[config.mk]
export PLATFORM = sky130hd
export DESIGN_NAME = multi_channel_interval_timer_flat
export DESIGN_NICKNAME = d
export VERILOG_FILES = /design/src/rtl/multi_channel_interval_timer_if.sv /design/src/rtl/multi_channel_interval_timer.sv /design/src/flat_wrapper.sv
export SDC_FILE = /design/constraint.sdc
export NUM_CORES = 1
export LEC_CHECK = 0
export CORE_MARGIN = 2
export CORE_UTILIZATION = 50
export CTS_BUF_LIST = sky130_fd_sc_hd__clkbuf_8
export CTS_CLUSTER_SIZE = 20
export DETAILED_ROUTE_END_ITERATION = 8
export DONT_BUFFER_PORTS = 1
export PLACE_DENSITY = 0.72
export SLEW_MARGIN = 40
export SYNTH_ARGS = -nofsm -noshare
export SYNTH_HDL_FRONTEND = slang
export SYNTH_SLANG_ARGS = --single-unit
[constraint.sdc]
create_clock -name clk -period 2 [get_ports clk]
set_clock_uncertainty 0.1 [all_clocks]
set_input_delay 0.2 -clock clk [delete_from_list [all_inputs] [get_ports clk]]
set_output_delay 0.2 -clock clk [all_outputs]
set_load 0.01 [all_outputs]
[src/rtl/multi_channel_interval_timer_if.sv]
// Bus bundle for the multi-channel interval timer: start/stop markers in,
// captured intervals and status out.
interface multi_channel_interval_timer_if #(
  parameter int WIDTH = 8,
  parameter int N_CH  = 2
);
  logic                   start;
  logic [N_CH-1:0]        stop;
  logic [N_CH*WIDTH-1:0]  count_out;
  logic [N_CH-1:0]        captured;
  logic                   busy;
  logic                   done;
  logic                   overflow;

  modport master (
    output start, stop,
    input  count_out, captured, busy, done, overflow
  );

  modport slave (
    input  start, stop,
    output count_out, captured, busy, done, overflow
  );
endinterface

[src/rtl/multi_channel_interval_timer.sv]
// Measures clk cycles from a start rising edge to the first rising edge on each
// stop channel, with saturation/overflow detection and optional retrigger.
module multi_channel_interval_timer #(
  parameter int WIDTH     = 8,
  parameter int N_CH      = 2,
  parameter bit RETRIGGER = 1'b0
) (
  input logic                          clk,
  input logic                          reset,
  multi_channel_interval_timer_if.slave bus
);
  localparam logic [WIDTH-1:0] CNT_MAX = '1;
  localparam logic [WIDTH-1:0] CNT_ONE = WIDTH'(1);

  typedef enum logic [1:0] {IDLE, RUN, DONE} state_t;

  state_t                 state, state_nx;
  logic                   start_d;
  logic [N_CH-1:0]        stop_d;
  logic                   start_edge;
  logic [N_CH-1:0]        stop_edge;
  logic                   restart;
  logic [WIDTH-1:0]       counter, counter_nx;
  logic [N_CH*WIDTH-1:0]  count_nx;
  logic [N_CH-1:0]        captured_nx;
  logic                   overflow_nx;

  assign start_edge = bus.start & ~start_d;
  assign stop_edge  = bus.stop & ~stop_d;
  assign restart    = start_edge && ((state != RUN) || RETRIGGER);

  always_comb begin
    state_nx    = state;
    counter_nx  = counter;
    count_nx    = bus.count_out;
    captured_nx = bus.captured;
    overflow_nx = bus.overflow;
    if (restart) begin
      // A stop edge coincident with the start edge is a zero-length interval.
      counter_nx  = CNT_ONE;
      count_nx    = '0;
      captured_nx = stop_edge;
      overflow_nx = 1'b0;
      state_nx    = RUN;
    end else if (state == RUN) begin
      if (counter == CNT_MAX) begin
        // Only reachable with channels still open; they all report all-ones.
        state_nx    = DONE;
        overflow_nx = 1'b1;
        for (int i = 0; i < N_CH; i++) begin
          if (!bus.captured[i]) begin
            count_nx[i*WIDTH +: WIDTH] = CNT_MAX;
            captured_nx[i]             = stop_edge[i];
          end
        end
      end else begin
        counter_nx = counter + CNT_ONE;
        for (int i = 0; i < N_CH; i++) begin
          if (stop_edge[i] && !bus.captured[i]) begin
            count_nx[i*WIDTH +: WIDTH] = counter;
            captured_nx[i]             = 1'b1;
          end
        end
        if (&captured_nx) state_nx = DONE;
      end
    end
  end

  always_ff @(posedge clk) begin
    // Edge registers track the inputs through reset so a held line gives no edge.
    start_d <= bus.start;
    stop_d  <= bus.stop;
    if (reset) begin
      state         <= IDLE;
      counter       <= '0;
      bus.count_out <= '0;
      bus.captured  <= '0;
      bus.overflow  <= 1'b0;
      bus.busy      <= 1'b0;
      bus.done      <= 1'b0;
    end else begin
      state         <= state_nx;
      counter       <= counter_nx;
      bus.count_out <= count_nx;
      bus.captured  <= captured_nx;
      bus.overflow  <= overflow_nx;
      bus.busy      <= (state_nx == RUN);
      bus.done      <= (state_nx == DONE);
    end
  end
endmodule

[src/flat_wrapper.sv]
// flat-port wrapper written by rule: the top's interface ports become plain ports
module multi_channel_interval_timer_flat 
#(
  parameter int WIDTH     = 8,
  parameter int N_CH      = 2,
  parameter bit RETRIGGER = 1'b0
)
  (clk, reset, bus_start, bus_stop, bus_count_out, bus_captured, bus_busy, bus_done, bus_overflow);
  multi_channel_interval_timer_if #(.WIDTH(WIDTH), .N_CH(N_CH)) bus_i ();
  input logic clk;
  input logic reset;
  input wire logic [$bits(bus_i.start)-1:0] bus_start;
  input wire logic [$bits(bus_i.stop)-1:0] bus_stop;
  output wire logic [$bits(bus_i.count_out)-1:0] bus_count_out;
  output wire logic [$bits(bus_i.captured)-1:0] bus_captured;
  output wire logic [$bits(bus_i.busy)-1:0] bus_busy;
  output wire logic [$bits(bus_i.done)-1:0] bus_done;
  output wire logic [$bits(bus_i.overflow)-1:0] bus_overflow;
  assign bus_i.start = bus_start;
  assign bus_i.stop = bus_stop;
  assign bus_count_out = bus_i.count_out;
  assign bus_captured = bus_i.captured;
  assign bus_busy = bus_i.busy;
  assign bus_done = bus_i.done;
  assign bus_overflow = bus_i.overflow;
  multi_channel_interval_timer #(.WIDTH(WIDTH), .N_CH(N_CH), .RETRIGGER(RETRIGGER)) u_core (.clk(clk), .reset(reset), .bus(bus_i));
endmodule
==> results of run 1 <==
==> synthesized netlist by cell type <==
cell,count,area [um^2]
sky130_fd_sc_hd__nand3_1,8,40.0
sky130_fd_sc_hd__or2_2,1,6.26
sky130_fd_sc_hd__buf_2,4,20.0
sky130_fd_sc_hd__inv_1,2,7.51
sky130_fd_sc_hd__o32ai_1,1,8.76
sky130_fd_sc_hd__and3_1,1,6.26
sky130_fd_sc_hd__nor2_1,9,33.8
sky130_fd_sc_hd__a21oi_2,1,8.76
sky130_fd_sc_hd__and2b_2,1,8.76
sky130_fd_sc_hd__nand4_4,1,21.3
sky130_fd_sc_hd__clkbuf_1,1,3.75
sky130_fd_sc_hd__and2_1,3,18.8
sky130_fd_sc_hd__nand4_1,2,12.5
sky130_fd_sc_hd__nand2b_1,8,50.1
sky130_fd_sc_hd__nand3b_1,6,45.0
sky130_fd_sc_hd__nor4_1,4,25.0
sky130_fd_sc_hd__ha_1,1,12.5
sky130_fd_sc_hd__o22a_1,1,8.76
sky130_fd_sc_hd__nor2b_1,2,12.5
sky130_fd_sc_hd__nor2_2,1,6.26
sky130_fd_sc_hd__xor2_1,3,26.3
sky130_fd_sc_hd__or2_1,1,6.26
sky130_fd_sc_hd__nand2_1,5,18.8
sky130_fd_sc_hd__buf_6,1,11.3
sky130_fd_sc_hd__o21ai_1,16,80.1
sky130_fd_sc_hd__a211o_1,1,8.76
sky130_fd_sc_hd__a211oi_1,4,30.0
sky130_fd_sc_hd__a21oi_1,23,115
sky130_fd_sc_hd__dfxtp_1,34,681
sky130_fd_sc_hd__o2111ai_1,1,8.76
sky130_fd_sc_hd__o211ai_1,1,7.51
sky130_fd_sc_hd__mux2i_1,2,20.0
sky130_fd_sc_hd__o21ai_4,2,32.5
sky130_fd_sc_hd__o21a_1,1,7.51
sky130_fd_sc_hd__or3_1,2,12.5
sky130_fd_sc_hd__and4_4,1,11.3
sky130_fd_sc_hd__nor3_1,3,15.0
==> critical path, cell delays in order (launching register included) <==
cell and delay [ps]:
sky130_fd_sc_hd__dfxtp_1 420, sky130_fd_sc_hd__ha_1 280, sky130_fd_sc_hd__nand3_1 230, sky130_fd_sc_hd__nor2_2 280, sky130_fd_sc_hd__o21ai_1 110, sky130_fd_sc_hd__a211oi_1 260
==> power by group through the flow <==
| stage | Clock [mW] | Sequential [mW] | Combinational [mW] |
|---|---|---|---|
| after CTS | 0.450 | 0.709 | 0.103 |
| after global routing | 0.477 | 0.711 | 0.114 |
| after detailed placement | 0 | 0.724 | 0.0942 |
| after global placement | 0 | 0.723 | 0.0916 |
| after floorplan | 0 | 0.720 | 0.0811 |
| final | 0.449 | 0.709 | 0.103 |
==> registers in the layout, summed over array words and instances, names as in the netlist <==
register / count
u_core.bus.count_out: 16
u_core.bus.overflow: 1
u_core.stop_d: 2
u_core.state: 2
u_core.start_d: 1
u_core.bus.done: 1
u_core.counter: 8
u_core.bus.busy: 1
u_core.bus.captured: 2
==> cell families (layout without fill, tap and decap cells) <==
logic type / count (synthesis) / in the layout
muxes: 2 / 2
DFF: 34 / 34
and+or+nand+nor: 59 / 59
adders and majority gates: 1 / 1
AOI/OAI and AO/OA: 52 / 52
buffers and inverters: 8 / 14
xor gates and xnor gates: 3 / 3
==> layout make-up <==
class	instances	area [um^2]
flip-flops and latches	34	681
inverters	2	7.51
fillers	252	1180
clock inverters	2	7.51
clock buffers	5	68.8
multi-input cells	117	726
well taps	31	38.8
repair buffers	5	47.5
==> repair_timing <==
action                                 in CTS  in global routing
endpoints found under the hold margin      10                  0
gates resized for setup                     0                  0
hold buffers                                4                  0
setup endpoints to repair                   0                  0
==> through the flow <==
| step | worst slack [ps] | util | power, mW | hold slack (ps) |
|---|---|---|---|---|
| floorplan | 449 | - | 0.801 | 128 |
| global placement | 337 | 0.529 | 0.814 | 128 |
| detailed placement | 257 | 0.529 | 0.818 | 128 |
| CTS | 221 | 0.572 | 1.26 | 22.3 |
| global route | 33.2 | 0.572 | 1.30 | 36.6 |
| finish | 228 | 0.572 | 1.26 | 27.2 |
==> routing by layer <==
layer | share of wire | global-route usage | wire, um | up-vias
met3 | 0.044 | 0.0513 | 134 | 6
met2 | 0.51 | 0.364 | 1560 | 34
met5 | 0 | 0 | 0 | -
met1 | 0.43 | 0.226 | 1290 | 572
met4 | 0.015 | 0.0698 | 46 | 0
li1 | - | - | - | 589
==> worst max-delay path by stage <==
| stage | start | end | slack (ps) | cells past startpoint |
|---|---|---|---|---|
| detailed placement | u_core.counter[0]$_SDFFE_PP0P_ | u_core.bus.count_out[8]$_SDFFE_PP0P_ | 260 | 5 |
| finish | u_core.counter[0]$_SDFFE_PP0P_ | u_core.bus.count_out[9]$_SDFFE_PP0P_ | 230 | 5 |
| CTS | u_core.counter[0]$_SDFFE_PP0P_ | u_core.bus.count_out[8]$_SDFFE_PP0P_ | 220 | 5 |
| global route | u_core.counter[0]$_SDFFE_PP0P_ | u_core.bus.count_out[9]$_SDFFE_PP0P_ | 30 | 5 |
| global placement | u_core.counter[0]$_SDFFE_PP0P_ | u_core.bus.count_out[8]$_SDFFE_PP0P_ | 340 | 5 |
| floorplan | u_core.counter[0]$_SDFFE_PP0P_ | u_core.counter[1]$_SDFFE_PP0P_ | 450 | 5 |
==> cell usage in the layout, fill, tap and decap left out, drive strengths merged, types with 3 or more instances in the layout <==
cell type and n:
dfxtp 34, a21oi 24, o21ai 18, nor2 10
nand2b 8, nand3 8, nand3b 6, nand2 5
clkbuf 5, a211oi 4, inv 4, nor4 4
dlygate4sd3 4, and2 3, xor2 3, nor3 3
nand4 3
==> impl_table.tex, run 1 <==
\begin{tabular}{lr}
\hline
Metric & Value \\
\hline
\multicolumn{2}{l}{\textbf{Run status}} \\
\quad Run status & finished clean \\
\multicolumn{2}{l}{\textbf{STA}} \\
\quad Max-slew headroom & 0.663 \\
\quad Hold Violations, Final & 0 \\
\quad Tmin final & around 1800 ps \\
\quad Final TNS setup & 0 ps \\
\quad Fin. max-slew vios & 0 \\
\quad Tightest Pin Transition & between 500 and 600 ps \\
\quad Unrepaired setup endpoints after global routing & no \\
\quad Period Utilization, post-route & 0.886 \\
\quad Upper clock frequency limit & approximately 0.56 GHz \\
\quad Count of final setup violators & 0 \\
\multicolumn{2}{l}{\textbf{Final layout}} \\
\quad Summed area of non-filler cells in the final layout & about 0.0016 mm\^{}2 \\
\quad Layout overhead on the synthesized area & 8.81\% \\
\quad Share of cells above drive strength 1 & 0.0848 \\
\quad N\_diodes & 0 \\
\quad Finished Layout Cells & 196 \\
\quad Number of nets at the end of the flow & between 150 and 200 \\
\multicolumn{2}{l}{\textbf{Power}} \\
\quad Power share of the clock group & 0.356 \\
\quad Net switching power & 0.306 mW \\
\quad Maximum vdd ir drop & approximately 0.00056 V \\
\quad Static Leak & around 0.54 nW \\
\quad Logic pwr share & 0.082 \\
\quad Part of the total power dissipated in sequential elements & 0.562 \\
\quad Power Dens Cells & about 800 mW/mm\^{}2 \\
\quad Switching portion of total power & 0.242 \\
\quad Internal cell power & between 0.9 and 1 mW \\
\multicolumn{2}{l}{\textbf{Setup path}} \\
\quad Crit start category & flop \\
\quad R2R Path End & u\_core.bus.count\_out[9]\$\_SDFFE\_PP0P\_ \\
\quad Arrival time at the worst endpoint & 1860 ps \\
\quad Required time worst endpoint & between 2000 and 2500 ps \\
\quad Beginning of the worst register-to-register path & u\_core.counter[0]\$\_SDFFE\_PP0P\_ \\
\quad Flop2flop setup slack & $\sim$230 ps \\
\quad Largest fanout of any net on the critical path & 6 \\
\quad Crit path capture type & flop \\
\quad Number of cells on the worst reg-to-reg path & 5 \\
\quad Kind of critical path & flop to flop \\
\multicolumn{2}{l}{\textbf{Global routing}} \\
\quad Initial antenna violation count & 0 \\
\quad GRT Resource Usage Total & 0.200 \\
\quad Number of global-route vias before repair & around 1200 \\
\quad Largest net degree at the start of global routing & 25 \\
\quad Grt total ovfl & 0 \\
\quad Global-route wire length before repair & 5.19 mm \\
\multicolumn{2}{l}{\textbf{Worst hold path}} \\
\quad Worst Hold Path EP & u\_core.state[0]\$\_SDFF\_PP0\_ \\
\quad Number of cells on the worst hold path & 2 \\
\quad Min-Delay Startpoint & reset \\
\quad Class of the worst hold path & primary input to flop \\
\multicolumn{2}{l}{\textbf{Clocking}} \\
\quad CTS tree & yes \\
\quad Buffers inserted during post-CTS setup optimization & 0 \\
\quad Clock latency on the worst-skew pair & 280 ps \\
\quad Sinks on the clock net & 34 \\
\quad Clock-pin slew reported for the worst setup and hold paths after clock tree synthesis & around 60 ps \\
\quad Clock root cell & sky130\_fd\_sc\_hd\_\_clkbuf\_8 \\
\quad H-tree depth reported by CTS & 2 \\
\quad Max clock buf depth & 2 \\
\quad Total CTS buffers & 5 \\
\multicolumn{2}{l}{\textbf{Synthesis}} \\
\quad Sequential cell area fraction in the yosys report & 0.470 \\
\quad Distinct cell type count after synthesis & 37 \\
\quad Multiplexer area fraction after synthesis & 0.0138 \\
\quad Net count of the mapped netlist & between 150 and 200 \\
\quad Simple-gate portion of the synthesized area & 0.242 \\
\quad Number of flip-flops and latches in the synthesized netlist & 34 \\
\quad Compound-gate portion of the synthesized area & 0.218 \\
\quad Synthesized-area fraction occupied by xor and xnor cells & 0.0181 \\
\quad Average cell area after synthesis & slightly above 9 um\^{}2 \\
\quad Main combinational cell family by area after synthesis & simple AND/OR/NAND/NOR gates \\
\quad Synthesized instance count & around 160 \\
\quad Adder-cell share of the synthesized area & 0.00864 \\
\quad Summed instance area of the synthesized netlist & around 0.0014 mm\^{}2 \\
\quad Total of warnings raised by yosys & 0 \\
\multicolumn{2}{l}{\textbf{Placed design}} \\
\quad Routability-driven placement congestion ratio & 0.869 \\
\quad Number of cells after detailed placement & approximately 190 \\
\quad Standard cell area after detailed placement & 0.00146 mm\^{}2 \\
\quad Number of buffers inserted by port buffering & 0 \\
\quad Detailed Place HPWL & 2.18 mm \\
\multicolumn{2}{l}{\textbf{Routing}} \\
\quad Per-cell routed wire length & around 15 um \\
\quad Number of iterations in the first detailed-routing pass & 4 \\
\quad Drt total wl & between 3 and 4 mm \\
\quad DRC & 0 \\
\quad Via count & between 1000 and 1500 \\
\quad Antenna Nets Post-Route & 0 \\
\quad Iter 0 DRT Violations & between 40 and 50 \\
\quad Detailed-route vias per instance & a little over 6 \\
\multicolumn{2}{l}{\textbf{Die}} \\
\quad Initial Util & 0.525 \\
\quad Floorplan die height & 57.8 um \\
\quad Standard-cell rows & 19 \\
\quad Die ar. & approximately 0.0033 mm\^{}2 \\
\quad \# IOs & 26 \\
\quad Area inside the core boundary & between 0.002 and 0.003 mm\^{}2 \\
\quad Horizontal die dimension & 57.8 um \\
\multicolumn{2}{l}{\textbf{Job}} \\
\quad Number of max-capacitance violations reported & 0 \\
\hline
\end{tabular}
(Power assumes the default switching activity.)
==> run 2: changes to the inputs <==
--- a/config.mk
+++ b/config.mk
@@ -13,5 +13,5 @@
 export DONT_BUFFER_PORTS = 1
 export PLACE_DENSITY = 0.72
-export SLEW_MARGIN = 40
+export SLEW_MARGIN = 10
 export SYNTH_ARGS = -nofsm -noshare
 export SYNTH_HDL_FRONTEND = slang
==> constraint.sdc (replaced) <==
create_clock -name clk -period 2 [get_ports clk]
set_clock_uncertainty 0.1 [all_clocks]
set_input_delay 0.2 -clock clk [delete_from_list [all_inputs] [get_ports clk]]
set_output_delay 0.2 -clock clk [all_outputs]
set_load 0.02 [all_outputs]
==> run 2 against run 1 <==
Effect of this change: die area unchanged; combinational power about the same; sequential power increased by 0.6%; flip-flop and latch count unchanged; critical path type unchanged; largest cell class unchanged.
==> impl_table.tex, run 2 (synthesis results as in run 1) <==
\begin{tabular}{lr}
\hline
Metric & Value \\
\hline
\multicolumn{2}{l}{\textbf{Run status}} \\
\quad Run status & finished clean \\
\multicolumn{2}{l}{\textbf{Setup path}} \\
\quad Number of cells on the worst reg-to-reg path & 5 (unchanged) \\
\quad Crit path capture type & flop \\
\quad Arrival time at the worst endpoint & 1860 ps (about the same) \\
\quad Crit start category & flop \\
\quad Required time worst endpoint & 2080 ps (about the same) \\
\quad Kind of critical path & flop to flop \\
\quad Largest fanout of any net on the critical path & 6 (unchanged) \\
\multicolumn{2}{l}{\textbf{Die}} \\
\quad Floorplan die height & 57.8 um (unchanged) \\
\quad Horizontal die dimension & 57.8 um (unchanged) \\
\quad Initial Util & 0.525 (unchanged) \\
\quad Die ar. & 0.00334 mm\^{}2 (unchanged) \\
\quad Area inside the core boundary & 0.00276 mm\^{}2 (unchanged) \\
\quad \# IOs & 26 (unchanged) \\
\quad Standard-cell rows & 19 (unchanged) \\
\multicolumn{2}{l}{\textbf{Global routing}} \\
\quad Initial antenna violation count & 0 (unchanged) \\
\quad GRT Resource Usage Total & 0.206 (+0.00514) \\
\quad Number of global-route vias before repair & 1245 (+0.81\%) \\
\quad Largest net degree at the start of global routing & 25 (unchanged) \\
\quad Global-route wire length before repair & 5.18 mm (-0.25\%) \\
\quad Grt total ovfl & 0 (unchanged) \\
\multicolumn{2}{l}{\textbf{Final layout}} \\
\quad Fill cell instance count of the final layout & 265 (+5.2\%) \\
\quad Highest-count cells in the layout ignoring fill and taps & sky130\_fd\_sc\_hd\_\_dfxtp\_1 (34), sky130\_fd\_sc\_hd\_\_a21oi\_1 (23), sky130\_fd\_sc\_hd\_\_o21ai\_1 (16) \\
\quad Share of cells above drive strength 1 & 0.0915 (+0.00661) \\
\quad Summed area of non-filler cells in the final layout & 0.00158 mm\^{}2 (+0.40\%) \\
\quad Biggest regs & u\_core.bus.count\_out: 16 flops, u\_core.counter: 8 flops \\
\quad Final core utilization & 0.574 (+0.00227) \\
\quad Register ranked first by flip-flop count & u\_core.bus.count\_out \\
\quad Layout overhead on the synthesized area & 9.24\% \\
\quad Number of nets at the end of the flow & 171 (unchanged) \\
\quad Flip-flop count of the largest register after layout & 16 (unchanged) \\
\quad N\_diodes & 0 (unchanged) \\
\quad Area taken by flip-flops and latches & 681 um\^{}2 (unchanged) \\
\quad Footprint of the multi-input gates & 726 um\^{}2 (unchanged) \\
\quad Most common cell after layout, fill and taps aside & sky130\_fd\_sc\_hd\_\_dfxtp\_1 \\
\multicolumn{2}{l}{\textbf{Routing}} \\
\quad Iter 0 DRT Violations & 44 (-2.2\%) \\
\quad Via count & 1179 (-1.8\%) \\
\quad Length of routed met2 wiring & 1.57 mm (+0.77\%) \\
\quad Antenna Nets Post-Route & 0 (unchanged) \\
\quad Max Used Layer & met4 \\
\quad Detailed-route vias per instance & 6.05 (-1.3\%) \\
\quad DRT met1 WL & 1.24 mm (-3.9\%) \\
\quad Drt total wl & 3.00 mm (-1.2\%) \\
\quad DRC & 0 (unchanged) \\
\quad Met3 routed wirelength & 120 um (-10\%) \\
\quad Number of iterations in the first detailed-routing pass & 5 (+1) \\
\quad Per-cell routed wire length & 15.4 um (-0.68\%) \\
\multicolumn{2}{l}{\textbf{Worst hold path}} \\
\quad Class of the worst hold path & primary input to flop \\
\quad Number of cells on the worst hold path & 2 (unchanged) \\
\multicolumn{2}{l}{\textbf{STA}} \\
\quad Final TNS setup & 0 ps (unchanged) \\
\quad Max-slew headroom & 0.675 (+0.0119) \\
\quad Period Utilization, post-route & 0.890 (+0.00381) \\
\quad Count of final setup violators & 0 (unchanged) \\
\quad Hold Violations, Final & 0 (unchanged) \\
\quad Upper clock frequency limit & 0.562 GHz (-0.43\%) \\
\quad Unrepaired setup endpoints after global routing & no \\
\quad Tmin final & 1780 ps (+7.62 ps) \\
\quad Tightest Pin Transition & 488 ps (-17.9 ps) \\
\quad Fin. max-slew vios & 0 (unchanged) \\
\multicolumn{2}{l}{\textbf{Placed design}} \\
\quad Number of buffers inserted by port buffering & 0 (unchanged) \\
\quad Standard cell area after detailed placement & 0.00146 mm\^{}2 (unchanged) \\
\quad Routability-driven placement congestion ratio & 0.868 (-0.14\%) \\
\quad Detailed Place HPWL & 2.15 mm (-1.3\%) \\
\multicolumn{2}{l}{\textbf{Clocking}} \\
\quad CTS tree & yes \\
\quad Number of cells upsized or downsized after cts & 0 (unchanged) \\
\quad Sinks on the clock net & 34 (unchanged) \\
\quad H-tree depth reported by CTS & 2 (unchanged) \\
\quad Clock-pin slew reported for the worst setup and hold paths after clock tree synthesis & 60 ps (about the same) \\
\quad Total CTS buffers & 5 (unchanged) \\
\quad Max clock buf depth & 2 (unchanged) \\
\quad Clock latency on the worst-skew pair & 280 ps (about the same) \\
\quad Clock root cell & sky130\_fd\_sc\_hd\_\_clkbuf\_8 \\
\multicolumn{2}{l}{\textbf{Power}} \\
\quad Maximum vdd ir drop & 0.000571 V (+2.0\%) \\
\quad Total power of the final layout & 1.30 mW (+2.8\%) \\
\quad Power Dens Cells & 819 mW/mm\^{}2 (+2.4\%) \\
\quad Static Leak & 0.538 nW (-0.64\%) \\
\multicolumn{2}{l}{\textbf{Job}} \\
\quad Number of max-capacitance violations reported & 0 (unchanged) \\
\hline
\end{tabular}
-- run 2: cell types whose count changed in the layout (fill, tap and decap cells not counted), sizes merged --
cell	change
inv	-2
clkbuf	+1
-- run 2: per-stage QoR --
| step | std cells | hold slack (ps) | worst slack (ps) |
|---|---|---|---|
| floorplan | 159 | 128 | 449 |
| global placement | 185 | 128 | 337 |
| detailed placement | 185 | 128 | 247 |
| CTS | 195 | 7.90 | 229 |
| global route | 195 | 19.1 | 48.1 |
| finish | 195 | 12.7 | 220 |
-- run 2: path summary, 6_finish.rpt --
kind                                       start                                    to  slack (ps)
setup / recovery  u_core.counter[0]$_SDFFE_PP0P_  u_core.bus.count_out[9]$_SDFFE_PP0P_         220
hold / removal                             reset            u_core.state[0]$_SDFF_PP0_          10
setup reg to reg  u_core.counter[0]$_SDFFE_PP0P_  u_core.bus.count_out[9]$_SDFFE_PP0P_         220
hold reg to reg       u_core.state[1]$_SDFF_PP0_            u_core.state[1]$_SDFF_PP0_         390
-- run 2: layer usage --
layer | up-vias | global-route usage
met5 | - | 0
met4 | 0 | 0.123
met3 | 6 | 0.0513
met2 | 23 | 0.367
met1 | 557 | 0.216
li1 | 593 | -
-- run 2: power by group --
| group | internal [mW] | total [mW] | leakage, nW | switching (mW) |
|---|---|---|---|---|
| logic | 0.0348 | 0.102 | 0.219 | 0.0667 |
| clock network | 0.265 | 0.482 | 0.0431 | 0.217 |
| registers | 0.692 | 0.713 | 0.276 | 0.0211 |
| total | 0.992 | 1.30 | 0.538 | 0.305 |
-- run 2: what timing repair did --
action | 4_1_cts | 5_1_grt
endpoints found under the hold margin | 10 | 0
endpoints found under the setup margin | 0 | 0
buffers inserted | 0 | 0
hold buffers | 4 | 0
-- run 2: area by class of cell --
cell class                 count  area share
timing repair buffer           5      0.0300
tap                           31      0.0245
clock buffer                   6      0.0522
inverter                       2     0.00474
multi-input combinational    117       0.458
sequential                    34       0.430
-- run 2: worst max-delay path, stage by stage, from the launching register on --
cell and delay, ps:
sky130_fd_sc_hd__dfxtp_1 400, sky130_fd_sc_hd__ha_1 270, sky130_fd_sc_hd__nand3_1 230, sky130_fd_sc_hd__nor2_2 280
sky130_fd_sc_hd__o21ai_1 120, sky130_fd_sc_hd__a211oi_1 280
